$ cat src/rtl/multi_decade_updown_counter.sv
// ----------------------------------------------------------------------------
// multi_decade_updown_counter
// Cascaded BCD up/down counter with DIGITS decades, configurable wrap or
// saturate behaviour at the limits, synchronous clear and parallel load.
//
// Parameters
//   DIGITS : number of BCD decades (1..8)
//   WRAP   : 1 = wrap around at the limits, 0 = saturate at the limits
//
// Ports
//   clk        : clock, all state updates on the rising edge
//   reset      : asynchronous active-high reset
//   enable     : count-step request for this cycle
//   up         : direction, 1 = increment, 0 = decrement
//   clear      : synchronous clear to zero (highest synchronous priority)
//   load       : synchronous parallel load of load_value
//   load_value : load data, digit 0 in bits [3:0]
//   count      : registered BCD count, digit 0 (ones) in bits [3:0]
//   terminal   : combinational, enabled step against the current limit;
//                suitable as the enable of a cascaded instance
//   rollover   : registered one-cycle pulse on a wrap or saturation event
//   load_err   : registered one-cycle pulse when a load held a non-BCD nibble
// ----------------------------------------------------------------------------
module multi_decade_updown_counter #(
  parameter int unsigned DIGITS = 3,
  parameter bit          WRAP   = 1'b1
) (
  input  logic                  clk,
  input  logic                  reset,
  input  logic                  enable,
  input  logic                  up,
  input  logic                  clear,
  input  logic                  load,
  input  logic [4*DIGITS-1:0]   load_value,
  output logic [4*DIGITS-1:0]   count,
  output logic                  terminal,
  output logic                  rollover,
  output logic                  load_err
);

  localparam int unsigned W = 4 * DIGITS;

  logic [W-1:0] count_nxt;
  logic         rollover_nxt;
  logic         load_err_nxt;
  logic         all_nine;
  logic         all_zero;
  logic         at_limit;

  // Limit detection on the current count.
  always_comb begin
    all_nine = 1'b1;
    all_zero = 1'b1;
    for (int i = 0; i < int'(DIGITS); i++) begin
      if (count[4*i +: 4] != 4'd9) all_nine = 1'b0;
      if (count[4*i +: 4] != 4'd0) all_zero = 1'b0;
    end
  end

  assign at_limit = up ? all_nine : all_zero;

  // Same condition that raises rollover on the next edge.
  assign terminal = enable & ~clear & ~load & at_limit;

  // Next-state: clear > load > enable > hold.
  always_comb begin
    logic       carry;
    logic [3:0] digit;
    count_nxt    = count;
    rollover_nxt = 1'b0;
    load_err_nxt = 1'b0;
    carry        = 1'b1;
    digit        = 4'd0;
    if (clear) begin
      count_nxt = '0;
    end else if (load) begin
      // Non-BCD nibbles are clamped to 9 so no digit ever exceeds 9.
      for (int i = 0; i < int'(DIGITS); i++) begin
        digit = load_value[4*i +: 4];
        if (digit > 4'd9) begin
          count_nxt[4*i +: 4] = 4'd9;
          load_err_nxt        = 1'b1;
        end else begin
          count_nxt[4*i +: 4] = digit;
        end
      end
    end else if (enable) begin
      rollover_nxt = at_limit;
      if (!(at_limit && (WRAP == 1'b0))) begin
        // Carry/borrow ripples through every decade in one cycle.
        for (int i = 0; i < int'(DIGITS); i++) begin
          digit = count[4*i +: 4];
          if (carry) begin
            if (up) begin
              if (digit >= 4'd9) begin
                count_nxt[4*i +: 4] = 4'd0;
              end else begin
                count_nxt[4*i +: 4] = digit + 4'd1;
                carry               = 1'b0;
              end
            end else begin
              if (digit == 4'd0) begin
                count_nxt[4*i +: 4] = 4'd9;
              end else begin
                count_nxt[4*i +: 4] = digit - 4'd1;
                carry               = 1'b0;
              end
            end
          end
        end
      end
    end
  end

  // State and registered flags.
  always_ff @(posedge clk or posedge reset) begin
    if (reset) begin
      count    <= '0;
      rollover <= 1'b0;
      load_err <= 1'b0;
    end else begin
      count    <= count_nxt;
      rollover <= rollover_nxt;
      load_err <= load_err_nxt;
    end
  end

endmodule

$ cat config.mk
export PLATFORM = sky130hd
export DESIGN_NAME = multi_decade_updown_counter
export DESIGN_NICKNAME = d
export VERILOG_FILES = /design/src/rtl/multi_decade_updown_counter.sv
export SDC_FILE = /design/constraint.sdc
export NUM_CORES = 1
export LEC_CHECK = 0
export ABC_AREA = 1
export CAP_MARGIN = 10
export CORE_MARGIN = 1.5
export CORE_UTILIZATION = 50
export DETAILED_ROUTE_END_ITERATION = 16
export HOLD_SLACK_MARGIN = 0.15
export PLACE_DENSITY = 0.79
export SYNTH_ARGS = -nofsm -noshare
export SYNTH_HDL_FRONTEND = slang
export SYNTH_SLANG_ARGS = --single-unit
$ cat constraint.sdc
create_clock -name clk -period 1.97 [get_ports clk]
set_clock_uncertainty 0.2 [all_clocks]
set_input_delay 0.4925 -clock clk [delete_from_list [all_inputs] [get_ports clk]]
set_output_delay 0.4925 -clock clk [all_outputs]
set_load 0.01 [all_outputs]
==> impl_metrics.env <==
export IMPL_synth_cell_types=26
export IMPL_muxShareOfSynthArea_pct=0
export IMPL_clock_root_buffer="clkbuf_4"
export IMPL_grt_ovfl_total=0
export IMPL_crit_slowest_cell="dfrtp_2"
export IMPL_dp_cells=340
export IMPL_worst_ep_required_time_ns=1.28
export IMPL_syn_to_final_growth_pct=63.3
export IMPL_tritoncts="built"
export IMPL_start_util_pct=52.9
export IMPL_nNetsFinal=361
export IMPL_synth_xor_area_share_pct=1.20
export IMPL_crit_top_cell="inv_2"
export IMPL_r2r_start="count[0]"
export IMPL_clk_latency_ns=0.31
export IMPL_wire_per_inst_um=15.7
export IMPL_crit_path_end_kind="primary output"
export IMPL_io_buffers=32
export IMPL_crit_path_start_kind="flop"
export IMPL_final_setup_viol_count=2
export IMPL_synth_largest_area_cell="dfrtp_1"
export IMPL_gp_congestion=0.918
export IMPL_critPathMaxFanout=3
export IMPL_postCtsHoldBufs=0
export IMPL_post_dp_hpwl_um=3400
export IMPL_cp_cell_sequence="inv_2, ha_4, inv_2, nor3_4, nand3_2, a21oi_2, buf_2"
export IMPL_first_iter_violations=119
export IMPL_final_setup_worst_slack_ns=-0.397
export IMPL_power_w=0.00135
export IMPL_clkSinkCount=14
export IMPL_track_usage_pct=30.3
export IMPL_die_area_um2=3250
export IMPL_dr_pass1_iters=5
export IMPL_finalCriticalPeriod_ns=2.37
export IMPL_avgSynthCellArea_um2=6.18
export IMPL_tightest_slew_ns=0.379
export IMPL_layout_common_cells="nand2_1 (81), buf_4 (64), nand3_1 (32)"
export IMPL_post_route_period_util_pct=120
export IMPL_max_freq_mhz=422
export IMPL_synth_top_area_share_pct=24.0
export IMPL_slew_violations=0
export IMPL_synth_cell_area_um2=1460
export IMPL_row_count=19
export IMPL_hold_violations=0
export IMPL_cp_arrival_ns=1.67
export IMPL_antenna_found_initial=0
export IMPL_critPathKind="reg -> out"
export IMPL_placed_cell_area_um2=2140
export IMPL_cp_startpoint="count[0]"
export IMPL_synth_area_leaders="dfrtp_1 (24%), nand2_1 (21%), nand3_1 (12%)"
export IMPL_cts_htree_levels=1
export IMPL_layout_commonest_cell="nand2_1"
export IMPL_dieWidth_um=57.0
export IMPL_finish_utilization_pct=86.4
export IMPL_synth_compound_area_share_pct=6.86
export IMPL_synth_seq_cells=14
export IMPL_p_per_area_nw_per_um2=566
export IMPL_irDropWorstVdd_mv=0.556
export IMPL_rsz0062_at_grt="yes"
export IMPL_tns_ns=-0.400
export IMPL_seq_area_frac_synth_pct=24.0
export IMPL_synthAdderAreaFrac_pct=8.58
export IMPL_wirelength_um=5700
export IMPL_violations="setup timing"
export IMPL_grt_first_pass_wirelength_um=7600
export IMPL_final_cells=363
export IMPL_cts_made_buffers=3
export IMPL_slew_headroom_pct=74.5
export IMPL_num_io_pins=33
export IMPL_clk_pin_slew_worst_paths_ns=0.11
export IMPL_ant_nets=0
export IMPL_synthSimpleGateAreaFrac_pct=49.4
export IMPL_max_cap_viol_count=0
export IMPL_drive_gt1_share_pct=34.0
export IMPL_hold_path_class="in -> async"
export IMPL_syn_inst=236
export IMPL_status="finished with violations"
export IMPL_vias=2013
export IMPL_route_detailed_drc=0
export IMPL_synth_top_family_by_area="simple AND/OR/NAND/NOR gates"
export IMPL_cpPeakStageDelay_ns=0.46
export IMPL_grt_pass1_vias=1685
export IMPL_diodes=0
export IMPL_routed_via_density=5.55
export IMPL_core_area_um2=2760
export IMPL_ys_warnings_count=0
export IMPL_p_leak_nw=1.28
export IMPL_final_cell_area_um2=2380
export IMPL_synth_nets=264
export IMPL_die_y_um=57.0
export IMPL_cts_buffer_depth=2
export IMPL_grt_max_degree=17
==> worst max-delay path: cells and delay by family, from the launching register on <==
family	cells	cell delay [ns]
compound gates	1	0.17
fa+ha+maj	1	0.14
buf+inv	3	0.30
flops	1	0.46
simple gates	2	0.29
==> synth_stat cells, drive strengths merged <==
cell type and instances:
nand2 83, nand3 38, inv 29, nor2 22, dfrtp 14, ha 10
o21ai 10, a21oi 8, nand4 7, buf 5, nor3 5, nor3b 1
o22ai 1, or2 1, xnor2 1, xor2 1
==> power by group <==
| group | switching (W) | internal [W] |
|---|---|---|
| combinational | 0.000422 | 0.000377 |
| sequential | 0.0000312 | 0.000316 |
| clock | 0.000122 | 0.0000793 |
==> stage by stage <==
step	setup WS, ns	hold slack (ns)
global route	-0.458	0.234
global placement	-0.775	0.384
detailed placement	-0.789	0.384
CTS	-0.335	0.219
floorplan	0.0158	0.182
finish	-0.397	0.216
==> routing by layer <==
metal  vias to the layer above  share of wire, %  global-route usage (%)
li1                        961                 -                       -
met3                        32               7.3                    4.31
met5                         -                 0                       0
met2                       109                50                    48.6
met1                       911                39                    39.6
met4                         0               4.6                    16.3
==> state kept, by name, indices dropped and copies added, names as in the netlist <==
register	flops
count	12
rollover	1
load_err	1
==> layout make-up <==
type	count	area (um2)
tap	31	38.8
timing repair buffer	96	769
timing repair inverter	1	7.51
fill	176	375
multi-input combinational	188	1070
clock buffer	4	26.3
inverter	29	118
sequential	14	352
==> worst paths after layout <==
path                            cells after the start   endpoint  slack (ns)
worst max-delay path                                7   terminal       -0.40
worst min-delay path                                2   count[1]        0.22
worst max register to register                      9   count[4]           0
worst min register to register                      3  count[10]        0.47
max in group asynchronous                           3   rollover        0.91
min in group clk                                    3  count[10]        0.47
==> logic make-up (layout without fill, tap and decap cells) <==
| kind of cell | Yosys count | count (layout) |
|---|---|---|
| simple gates | 157 | 157 |
| buf+inv | 34 | 130 |
| compound gates | 19 | 19 |
| flops | 14 | 14 |
| fa+ha+maj | 10 | 10 |
| xor+xnor | 2 | 2 |
==> timing repair <==
action | in CTS | in global routing
resized for setup | 25 | 27
setup endpoints to repair | 13 | 10
buffers inserted | 8 | 10
pin swaps | 6 | 8
gates cloned | 0 | 1
Note: power is estimated with default switching activity, not from simulation.
